`config.mk`:
```
export PLATFORM = sky130hd
export DESIGN_NAME = id_ex_reg
export DESIGN_NICKNAME = d
export VERILOG_FILES = /design/src/rtl/mips_pkg.sv /design/src/rtl/id_ex_reg_hazard_detect.sv /design/src/rtl/id_ex_reg.sv
export SDC_FILE = /design/constraint.sdc
export NUM_CORES = 1
export LEC_CHECK = 0
export CAP_MARGIN = 20
export CORE_AREA = 8 8 125 127
export CTS_CLUSTER_DIAMETER = 200
export DETAILED_ROUTE_END_ITERATION = 16
export DIE_AREA = 0 0 133 135
export DONT_BUFFER_PORTS = 1
export SETUP_SLACK_MARGIN = 0.02
export SYNTH_ARGS = -nofsm -noshare
export SYNTH_HDL_FRONTEND = slang
export SYNTH_HIERARCHICAL = 1
export SYNTH_SLANG_ARGS = --single-unit
```
`constraint.sdc`:
```
create_clock -name clk -period 3.95 [get_ports clk]
set_clock_uncertainty 0.1 [all_clocks]
set_input_delay 0.395 -clock clk [delete_from_list [all_inputs] [get_ports clk]]
set_output_delay 0.395 -clock clk [all_outputs]
set_load 0.02 [all_outputs]
```
`src/rtl/mips_pkg.sv`:
```
// Shared MIPS pipeline constants: field widths, opcode/funct encodings and
// small decode helpers used by the ID/EX stage.
package mips_pkg;

   localparam int DATA_W_DEF = 32;
   localparam int RA_W_DEF   = 5;
   localparam int OP_W       = 6;
   localparam int FN_W       = 6;
   localparam int IMM_W      = 16;

   localparam logic [OP_W-1:0] OP_RTYPE = 6'h00;
   localparam logic [OP_W-1:0] OP_BEQ   = 6'h04;
   localparam logic [OP_W-1:0] OP_ADDI  = 6'h08;
   localparam logic [OP_W-1:0] OP_LW    = 6'h23;
   localparam logic [OP_W-1:0] OP_SW    = 6'h2B;

   localparam logic [FN_W-1:0] FN_ADD   = 6'h20;
   localparam logic [FN_W-1:0] FN_SUB   = 6'h22;
   localparam logic [FN_W-1:0] FN_AND   = 6'h24;
   localparam logic [FN_W-1:0] FN_OR    = 6'h25;

   function automatic logic is_load(input logic [OP_W-1:0] op);
      return (op == OP_LW);
   endfunction

endpackage

```
`src/rtl/id_ex_reg_hazard_detect.sv`:
```
// Load-use hazard detector: flags an ID instruction that reads the
// destination of a load still sitting in EX.
module hazard_detect
   import mips_pkg::*;
#(
   parameter int RA_W = 5
)(
   input  logic            id_valid,
   input  logic [RA_W-1:0] id_rs_addr,
   input  logic [RA_W-1:0] id_rt_addr,
   input  logic            ex_valid,
   input  logic [OP_W-1:0] ex_opcode,
   input  logic [RA_W-1:0] ex_rt_addr,
   output logic            hazard_stall
);

   // Compare the EX load destination against both ID source specifiers
   always_comb begin
      hazard_stall = id_valid & ex_valid & is_load(ex_opcode)
                   & (ex_rt_addr != {RA_W{1'b0}})
                   & ((ex_rt_addr == id_rs_addr) | (ex_rt_addr == id_rt_addr));
   end

endmodule

```
`src/rtl/id_ex_reg.sv`:
```
// ID/EX pipeline register with flush, stall hold and load-use bubble.
// Optional write-back bypass into the operand latches: define ID_WB_BYPASS_EN.
module id_ex_reg
   import mips_pkg::*;
#(
   parameter int DATA_W = 32,
   parameter int RA_W   = 5
)(
   input  logic              clk,
   input  logic              rst,
   input  logic              stall,
   input  logic              flush,
   input  logic              id_valid,
   input  logic [DATA_W-1:0] id_pc,
   input  logic [OP_W-1:0]   id_opcode,
   input  logic [FN_W-1:0]   id_funct,
   input  logic [RA_W-1:0]   id_rs_addr,
   input  logic [RA_W-1:0]   id_rt_addr,
   input  logic [RA_W-1:0]   id_rd_addr,
   input  logic [DATA_W-1:0] id_rs_data,
   input  logic [DATA_W-1:0] id_rt_data,
   input  logic [IMM_W-1:0]  id_imm,
   input  logic              wb_write,
   input  logic [RA_W-1:0]   wb_addr,
   input  logic [DATA_W-1:0] wb_data,
   output logic              ex_valid,
   output logic [DATA_W-1:0] ex_pc,
   output logic [OP_W-1:0]   ex_opcode,
   output logic [FN_W-1:0]   ex_funct,
   output logic [RA_W-1:0]   ex_rs_addr,
   output logic [RA_W-1:0]   ex_rt_addr,
   output logic [RA_W-1:0]   ex_rd_addr,
   output logic [DATA_W-1:0] ex_rs_data,
   output logic [DATA_W-1:0] ex_rt_data,
   output logic [DATA_W-1:0] ex_imm32,
   output logic              hazard_stall
);

   logic              ex_valid_r;
   logic [DATA_W-1:0] ex_pc_r;
   logic [OP_W-1:0]   ex_opcode_r;
   logic [FN_W-1:0]   ex_funct_r;
   logic [RA_W-1:0]   ex_rs_addr_r;
   logic [RA_W-1:0]   ex_rt_addr_r;
   logic [RA_W-1:0]   ex_rd_addr_r;
   logic [DATA_W-1:0] ex_rs_data_r;
   logic [DATA_W-1:0] ex_rt_data_r;
   logic [DATA_W-1:0] ex_imm32_r;

   logic [DATA_W-1:0] rs_src_s;
   logic [DATA_W-1:0] rt_src_s;
   logic [DATA_W-1:0] rs_next_s;
   logic [DATA_W-1:0] rt_next_s;
   logic [DATA_W-1:0] imm_ext_s;

`ifdef ID_WB_BYPASS_EN
   // Same-cycle write-back overrides the stale register-file read
   always_comb begin
      if (wb_write && (wb_addr != {RA_W{1'b0}}) && (wb_addr == id_rs_addr)) begin
         rs_src_s = wb_data;
      end else begin
         rs_src_s = id_rs_data;
      end
      if (wb_write && (wb_addr != {RA_W{1'b0}}) && (wb_addr == id_rt_addr)) begin
         rt_src_s = wb_data;
      end else begin
         rt_src_s = id_rt_data;
      end
   end
`else
   logic unused_wb_s;
   assign unused_wb_s = ^{wb_write, wb_addr, wb_data};

   // Register file already resolves write-before-read
   always_comb begin
      rs_src_s = id_rs_data;
      rt_src_s = id_rt_data;
   end
`endif

   // $0 always reads as zero; immediate is sign-extended to the datapath
   always_comb begin
      rs_next_s = (id_rs_addr == {RA_W{1'b0}}) ? {DATA_W{1'b0}} : rs_src_s;
      rt_next_s = (id_rt_addr == {RA_W{1'b0}}) ? {DATA_W{1'b0}} : rt_src_s;
      imm_ext_s = {{(DATA_W-IMM_W){id_imm[IMM_W-1]}}, id_imm};
   end

   hazard_detect #(.RA_W(RA_W)) u_hazard (
      .id_valid     (id_valid),
      .id_rs_addr   (id_rs_addr),
      .id_rt_addr   (id_rt_addr),
      .ex_valid     (ex_valid_r),
      .ex_opcode    (ex_opcode_r),
      .ex_rt_addr   (ex_rt_addr_r),
      .hazard_stall (hazard_stall)
   );

   // Stage update, priority rst > flush > stall > bubble > load
   always_ff @(posedge clk) begin
      if (rst) begin
         ex_valid_r   <= 1'b0;
         ex_pc_r      <= {DATA_W{1'b0}};
         ex_opcode_r  <= {OP_W{1'b0}};
         ex_funct_r   <= {FN_W{1'b0}};
         ex_rs_addr_r <= {RA_W{1'b0}};
         ex_rt_addr_r <= {RA_W{1'b0}};
         ex_rd_addr_r <= {RA_W{1'b0}};
         ex_rs_data_r <= {DATA_W{1'b0}};
         ex_rt_data_r <= {DATA_W{1'b0}};
         ex_imm32_r   <= {DATA_W{1'b0}};
      end else if (flush || (!stall && hazard_stall)) begin
         ex_valid_r  <= 1'b0;
         ex_opcode_r <= {OP_W{1'b0}};
         ex_funct_r  <= {FN_W{1'b0}};
      end else if (!stall) begin
         ex_valid_r   <= id_valid;
         ex_pc_r      <= id_pc;
         ex_opcode_r  <= id_opcode;
         ex_funct_r   <= id_funct;
         ex_rs_addr_r <= id_rs_addr;
         ex_rt_addr_r <= id_rt_addr;
         ex_rd_addr_r <= id_rd_addr;
         ex_rs_data_r <= rs_next_s;
         ex_rt_data_r <= rt_next_s;
         ex_imm32_r   <= imm_ext_s;
      end
   end

   assign ex_valid   = ex_valid_r;
   assign ex_pc      = ex_pc_r;
   assign ex_opcode  = ex_opcode_r;
   assign ex_funct   = ex_funct_r;
   assign ex_rs_addr = ex_rs_addr_r;
   assign ex_rt_addr = ex_rt_addr_r;
   assign ex_rd_addr = ex_rd_addr_r;
   assign ex_rs_data = ex_rs_data_r;
   assign ex_rt_data = ex_rt_data_r;
   assign ex_imm32   = ex_imm32_r;

endmodule

```
# After elaboration in Yosys (flattened, before gate mapping)
# Index checks and enable logic that the tools add are counted.
# W data, S select, Z words.
# op_classes
n_eq_ne,3
muxes,2
n_bitwise,7
reduce_logical,8
# op_table
op,n
$mux W32,2
$eq A5 B5 Y1,2
$logic_not A5 Y1,2
$eq A6 B6 Y1 const B,1
$reduce_bool A5 Y1,1
$and A1 B1 Y1,4
$not A1 Y1,2
$reduce_and A2 Y1,1
$reduce_or A2 Y1,1
$logic_and A1 B1 Y1,1
$logic_not A1 Y1,1
$logic_or A1 B1 Y1,1
$or A1 B1 Y1,1
# totals
ff_bits,140
in_bits,182
word_cells,30

# Longest topological paths before layout
# Gate-level depths: netlist (run 1).
# depth
ltp_word,8
depth_mapped,10

# By module
# The synthesis (run 1) kept the hierarchy.
# modules_own_cells
mod,instances,cells_each,area_each_um2,seq_area_each_um2
id_ex_reg,1,631,5436.5,2802.7
hazard_detect,1,20,143.9,0.0

# Worst setup path before layout (run 1)
# OpenSTA, ideal clock, no wires.
# synth_timing
path_type,register to register
from,"register ex_rt_addr_r[1], in the netlist ex_rt_addr[1]"
to,"register ex_rt_addr_r[0], in the netlist ex_rt_addr[0]"
t_arrival_ns,2.092
path_slack_ns,1.626
stages_incl_launch_ff,10
path_buffers,3
path_cell_list,dfxtp_1 > or4_1 > o21ai_1 > a21oi_1 > or3_1 > buf_2 > buf_6 > buf_6 > nand2_1 > a21oi_1
# synth_via
elab_chain_len,7
# synth_rtl
element,line_no,source
start: declaration,id_ex_reg.sv:44,logic [RA_W-1:0] ex_rt_addr_r;
start signal: assignment,id_ex_reg.sv:106,ex_rt_addr_r <= {RA_W{1'b0}};
start signal: assignment,id_ex_reg.sv:121,ex_rt_addr_r <= id_rt_addr;
$eq A5 B5 Y1 or $reduce_bool A5 Y1 (tied branches),"id_ex_reg_hazard_detect.sv:21, id_ex_reg_hazard_detect.sv:20",
$or A1 B1 Y1 or $and A1 B1 Y1 (tied branches),"id_ex_reg_hazard_detect.sv:21, id_ex_reg_hazard_detect.sv:20",
$and A1 B1 Y1 (*),id_ex_reg_hazard_detect.sv:21,& ((ex_rt_addr == id_rs_addr) | (ex_rt_addr == id_rt_addr));
via hazard_stall,id_ex_reg.sv:36,output logic hazard_stall
$logic_and A1 B1 Y1 (*),id_ex_reg.sv:111,end else if (flush || (!stall && hazard_stall)) begin
$logic_or A1 B1 Y1 (*),id_ex_reg.sv:111,
$not A1 Y1 (no source line) (*),n/a,
$reduce_and A2 Y1 (no source line) (*),n/a,
# The timed path passes the listed nets; every way through them passes the cells marked *.
# A chain may end at the register's enable or synchronous reset.

# Worst setup path in the final report (run 1)
# layout_timing
from,"register ex_opcode_r[1], in the netlist ex_opcode[1]"
to,"register ex_pc_r[16], in the netlist ex_pc[16]"
# layout_via
elab_chain_len,8
# layout_rtl
element,line_no,source
start: declaration,id_ex_reg.sv:41,logic [OP_W-1:0] ex_opcode_r;
start signal: assignment,id_ex_reg.sv:103,ex_opcode_r <= {OP_W{1'b0}};
start signal: assignment,id_ex_reg.sv:113,ex_opcode_r <= {OP_W{1'b0}};
start signal: assignment,id_ex_reg.sv:118,ex_opcode_r <= id_opcode;
$eq A6 B6 Y1,mips_pkg.sv:23,return (op == OP_LW);
$and A1 B1 Y1,id_ex_reg_hazard_detect.sv:19,hazard_stall = id_valid & ex_valid & is_load(ex_opcode)
$and A1 B1 Y1,id_ex_reg_hazard_detect.sv:20,& (ex_rt_addr != {RA_W{1'b0}})
$and A1 B1 Y1,id_ex_reg_hazard_detect.sv:21,
$logic_and A1 B1 Y1,id_ex_reg.sv:111,
$logic_or A1 B1 Y1,id_ex_reg.sv:111,
$not A1 Y1 (no source line),n/a,
$reduce_and A2 Y1 (no source line),n/a,
end signal: assignment,id_ex_reg.sv:102,ex_pc_r <= {DATA_W{1'b0}};
end signal: assignment,id_ex_reg.sv:117,ex_pc_r <= id_pc;
end: declaration,id_ex_reg.sv:40,logic [DATA_W-1:0] ex_pc_r;
# Every way passes these cells.

==> run summary, run 1 <==
Synth warn -> 6
Top cell type by total area after synthesis -> dfxtp_1
WL/cell -> 20.59 um
Root buffer cell -> clkbuf_16
Vias in the first global route -> 4311
Syn-to-layout area delta -> 11.41%
CTS H-tree lvls -> 4
Vias post-DR -> 4397
Worst-Margin Slew -> 0.9756 ns
Total GRT Usage -> 17.48%
Final wirelength -> 16.63 mm
Post-CTS sizing -> 0
Post-CTS Setup Bufs -> 0
Peak supply drop -> 0.3208 mV
Pins Over Slew Limit -> 0
Pre-antenna DRT Iters -> 4
CTS max path bufs -> 2
Clock latency on the worst-skew pair -> 0.41 ns
Met1 wire length -> 5.799 mm
Pwr/cell area -> 559.0 nW/um2
FP Rows -> 43
Routed Antenna Nets -> 0
Final Core Density -> 45.68%
Routability cong. -> 0.7443
Largest net degree at the start of global routing -> 128
Max Used Layer -> met5
Outcome -> finished, final reports clean
Synth Instances -> 651
Crit path kind -> reg -> reg
CTS tree -> yes
Worst Path Arrival -> 3.43 ns
CTS hold repair buffers -> 13
Setup violations, final -> 0
Global-route wire length before repair -> 24.83 mm
RR Endpoint -> ex_pc[16]$_SDFFE_PP0P_
Critical Path Source Type -> flip-flop
Synth top area share -> 50.22%
FF-to-FF Start -> ex_opcode[1]$_SDFFE_PP0N_
CP max FO -> 91
Reg-to-reg slack, setup -> 0.74 ns
# IOs -> 339
Starting DRC count in detailed routing -> 225
Max_slew headroom -> 34.96%
Post-synth cell types -> 25
Share of cells above drive strength 1 -> 10.51%
Die Y -> 135 um
Final Critical Period -> 3.208 ns
Initial antenna violation count -> 1
Worst Reg2Reg Path Length in Cells -> 9
Req. time, crit path -> 4.17 ns
Max-cap violations -> 0
Die area -> 17960 um2
Max Fclk -> 311.7 MHz
CP Capture Type -> flip-flop
Critical path origin -> ex_opcode[1]$_SDFFE_PP0N_
Period utilization -> 81.22%
CTS Buf Count -> 17
Met3 wire length -> 2.275 mm
Synth top area cells -> dfxtp_1, nand2_1, a21oi_1
Leakage power -> 2.189 nW
Syn Nets -> 833
Met2 routed WL -> 8.312 mm
Die W -> 133 um
Initial core utilization -> 41.00%
Final Hold Fails -> 0
Clock transition at the registers of the reported paths -> 0.06 ns
Mapped Area -> 5580 um2
# DRC -> 0
Core Area -> 13610 um2
Syn avg cell area -> 8.572 um2
Total gr overflow -> 0
PortBufs -> 0
Sink Count -> 140
Hold/Removal Path Class -> in -> reg
Critical path endpoint -> ex_pc[16]$_SDFFE_PP0P_
Post-route setup TNS -> 0 ns
Vias per std cell -> 5.442
N_diodes -> 0
Fin nets -> 798
Seq/Total Area, Yosys -> 50.22%
RSZ-0062 raised after global routing -> false
Yosys reg bits -> 140
Post-DP HPWL -> 11.41 mm
## cells in the mapped netlist
cell      instances
nand2_1         190
clkbuf_2          2
xnor2_1           4
nand4_1           1
xor2_1            6
buf_4            20
nor3_1            3
buf_1             6
a21oi_1         128
nor4_1            1
or3_1             1
o211ai_2         24
buf_6            11
clkbuf_1         24
or4_1             3
inv_1             1
nand3_1           2
dfxtp_1         140
mux2i_1          13
o21ai_1           1
o211ai_1         40
o21ai_0           1
nand2b_1          1
nor2_1           14
buf_2            14
## sequential cells by signal (all words and copies together) (netlist names), 5 cells and up
signal and cells:
ex_funct 6, ex_rt_data 32, ex_rt_addr 5, ex_imm32 16
ex_rs_addr 5, ex_pc 32, ex_rd_addr 5, ex_rs_data 32
ex_opcode 6
## cells in the final DEF, fill, tap and decap left out
cell	instances
mux2i_1	13
dfxtp_1	139
xnor2_1	4
nor3_2	1
buf_12	1
inv_1	1
inv_6	4
o21ai_0	1
buf_16	1
a21oi_1	128
nor4_1	1
buf_4	6
clkinv_2	3
xor2_1	6
dfxtp_4	1
nand3_1	2
nor2_1	14
clkbuf_8	1
clkbuf_16	18
nand2b_1	1
o211ai_1	40
bufinv_16	3
o211ai_2	24
or4_1	3
nor3_1	2
dlygate4sd3_1	15
nand4_1	1
o21ai_1	1
clkinv_4	2
nand2_1	190
or3_4	1
## worst min path at each step
stage                        start                          end  depth (start not counted)
floorplan               id_imm[15]    ex_imm32[15]$_SDFFE_PP0P_                          2
global placement               rst       ex_pc[25]$_SDFFE_PP0P_                          1
CTS                 id_rs_data[21]  ex_rs_data[21]$_SDFFE_PP0P_                          2
global route              id_pc[6]        ex_pc[6]$_SDFFE_PP0P_                          2
detailed placement             rst       ex_pc[26]$_SDFFE_PP0P_                          1
finish              id_rs_data[27]  ex_rs_data[27]$_SDFFE_PP0P_                          2
## power breakdown
group | switching [mW] | leakage [nW] | total, mW | internal [mW]
clock | 0.610 | 0.309 | 1.66 | 1.05
combinational | 0.117 | 0.734 | 0.195 | 0.0775
sequential | 0.142 | 1.14 | 1.62 | 1.48
## routing by layer
metal,track usage (%),vias up
met5,0,-
met4,5.868,2
met3,10.96,19
met2,29.72,231
met1,17.10,2027
li1,-,2118
## worst max-delay path: stages, from the launching register on
cell and delay, ns:
dfxtp_1 0.49, nand4_1 0.13, nor4_1 0.34, o21ai_1 0.13, a21oi_1 0.14, buf_4 0.19, or3_4 0.76, buf_4 0.49
nand2_1 0.09, a21oi_1 0.17
## through the flow
step                      std cells  worst slack [ns]  power, mW  area [um2]  hold WS (ns)
final                           808            0.7419      3.475        6217       0.02095
after global routing            808            0.4697      3.606        6217      0.001763
after CTS                       805            0.7836      3.513        6187    0.00001482
after detailed placement        761            0.8259      1.813        5418        0.3826
after global placement          761            0.8524      1.804        5418        0.3771
after floorplan                 651             1.626      1.813        5580        0.4310
## cell type report
type / instances / area, um2
inverters: 1 / 3.754
fillers: 1325 / 7395
flip-flops and latches: 140 / 2806
clock buffers: 19 / 464.2
repair buffers: 23 / 242.7
multi-input cells: 433 / 2317
well taps: 180 / 225.2
clock inverters: 12 / 157.7
## kinds of logic (layout without fill, tap and decap cells)
family | after synthesis | count (layout) | synth area share, %
AO/OA/AOI/OAI | 194 | 194 | 22.42
multiplexers | 13 | 13 | 2.332
flip-flops | 140 | 140 | 50.22
AND/OR/NAND/NOR | 216 | 216 | 15.02
buffers and inverters | 78 | 55 | 8.430
XOR/XNOR | 10 | 10 | 1.569
(Power assumes the default switching activity.)
==> run 2, diff against run 1 <==
==> constraint.sdc (replaced) <==
create_clock -name clk -period 3 [get_ports clk]
set_clock_uncertainty 0.1 [all_clocks]
set_input_delay 0.3 -clock clk [delete_from_list [all_inputs] [get_ports clk]]
set_output_delay 0.3 -clock clk [all_outputs]
set_load 0.02 [all_outputs]
==> run summary, run 2 (synthesis gave the netlist of run 1 again) <==
Crit path kind -> reg -> reg
Clock latency on the worst-skew pair -> 0.41 ns
# IOs -> 339
Vias in the first global route -> 5343
Most used cell, CP -> a21oi_1
Post-DP HPWL -> 11.57 mm
Commonest non-fill, non-tap cell in the layout -> nand2_1
# fillers -> 1125
Pwr/cell area -> 618.4 nW/um2
CP max FO -> 26
CTS tree -> yes
Global-route wire length before repair -> 29.49 mm
Total GRT Usage -> 20.83%
M2 GR Usage -> 36.71%
Die area -> 17960 um2
Period utilization -> 93.20%
Multi-input gate area -> 2317 um2
CTS H-tree lvls -> 4
Fin nets -> 941
PortBufs -> 0
Max Fclk -> 357.6 MHz
Delay-heaviest family, CP -> simple AND/OR/NAND/NOR gates
Setup ws final -> 0.2039 ns
Pre-antenna DRT Iters -> 5
Hold_sp -> id_rt_addr[4]
# DRC -> 0
Root buffer cell -> clkbuf_16
Register Area -> 2809 um2
Critical path depth -> 8
Reg-to-reg slack, setup -> 0.20 ns
Die W -> 133 um
Total chip power -> 4.738 mW
Initial antenna violation count -> 3
Worst Reg2Reg Path Length in Cells -> 8
Peak supply drop -> 0.3206 mV
Total gr overflow -> 0
Starting DRC count in detailed routing -> 282
Routability cong. -> 0.7356
Vias per std cell -> 5.341
Met1 Usage GRT -> 19.56%
Most frequent cells in the layout -> nand2_1, dlygate4sd3_1, dfxtp_1, a21oi_1, o211ai_1
Vias post-DR -> 5101
Final wirelength -> 19.55 mm
RSZ-0062 raised after global routing -> false
Cell chain of the critical path -> or4_1 -> o21ai_1 -> a21oi_1 -> nor3_2 -> buf_6 -> o211ai_1 -> a21oi_1 -> dlygate4sd3_1
Placed inst area -> 5445 um2
FP Rows -> 43
Critical Path Source Type -> flip-flop
Worst Path Arrival -> 3.05 ns
CP Capture Type -> flip-flop
Final instance area -> 7661 um2
Max-cap violations -> 0
Pins Over Slew Limit -> 0
Initial core utilization -> 41.00%
Largest net degree at the start of global routing -> 128
Pre-CTS setup slack -> 0.4659 ns
Routed Antenna Nets -> 0
Syn-to-layout area delta -> 37.29%
Die Y -> 135 um
Post-route setup TNS -> 0 ns
Hold Path Depth -> 2
WL/cell -> 20.47 um
Sink Count -> 140
Final Hold Fails -> 0
Req. time, crit path -> 3.25 ns
Final Critical Period -> 2.796 ns
Outcome -> finished, final reports clean
Critical path's slowest cell -> dlygate4sd3_1
Max_slew headroom -> 35.04%
Hold/Removal Path Class -> in -> reg
Setup violations, final -> 0
CTS Buf Count -> 17
CTS max path bufs -> 2
Worst Hold End -> ex_rt_data[4]$_SDFFE_PP0P_
Core Area -> 13610 um2
Clock transition at the registers of the reported paths -> 0.06 ns
Met3 Use GR -> 11.55%
CP peak stage delay -> 0.56 ns
GR peak layer -> met2
FF-to-FF Start -> ex_rt_addr[2]$_SDFFE_PP0P_
Leakage power -> 2.773 nW
Buffer and inverter count on the worst path -> 2
RR Endpoint -> ex_rt_data[28]$_SDFFE_PP0P_
Worst-Margin Slew -> 0.9744 ns
Share of cells above drive strength 1 -> 9.197%
[run 2: cell type report]
class,count,share of cell area [%]
Tap cell,180,2.940
Clock buffer,20,5.977
Timing Repair Buffer,166,21.98
Antenna cell,3,0.09799
Inverter,1,0.04900
Clock inverter,12,2.041
Sequential cell,140,36.66
Multi-Input combinational cell,433,30.25
[run 2: stage by stage]
step	hold WS [ns]	std cells	utilization [%]
floorplan	0.3360	651	-
global placement	0.2818	763	40.00
detailed placement	0.2832	763	40.00
CTS	0.0005926	950	56.04
global route	0.003642	955	56.28
finish	0.02779	955	56.28
[run 2: power by group]
part | switching [mW] | internal [mW] | leakage [nW]
sequential | 0.191 | 1.94 | 1.15
combinational | 0.204 | 0.231 | 1.33
clock | 0.803 | 1.36 | 0.300
[run 2: per-layer routing]
metal	up-vias	wire, um	share of wire [%]
li1	2408	-	-
met1	2369	6607	34
met2	294	10050	51
met3	30	2440	12
met4	0	456	2.3
met5	-	0	0
[run 2: worst max-delay path by stage]
stage / startpoint / endpoint / slack (ns)
floorplan: ex_rt_addr[1]$_SDFFE_PP0P_ / ex_rt_addr[0]$_SDFFE_PP0P_ / 0.68
global placement: ex_opcode[1]$_SDFFE_PP0N_ / ex_rt_data[26]$_SDFFE_PP0P_ / 0.50
detailed placement: ex_opcode[1]$_SDFFE_PP0N_ / ex_rt_data[10]$_SDFFE_PP0P_ / 0.47
CTS: ex_rt_addr[1]$_SDFFE_PP0P_ / ex_rt_data[28]$_SDFFE_PP0P_ / 0.09
global route: ex_rt_addr[2]$_SDFFE_PP0P_ / ex_rt_data[28]$_SDFFE_PP0P_ / 0.08
finish: ex_rt_addr[2]$_SDFFE_PP0P_ / ex_rt_data[28]$_SDFFE_PP0P_ / 0.20
[run 2: worst register-to-register path, delay by kind of cell, from the launching register on]
kind            cells  cell delay (ns)
compound gates      4             0.52
buf+inv             2             0.83
flops               1             0.43
simple gates        2             0.87
[run 2: repair_timing]
item,in CTS,in global routing
setup buffers,0,2
hold buffers,155,0
hold endpoints to repair,140,0
endpoints found under the setup margin,0,1
resized for setup,0,4
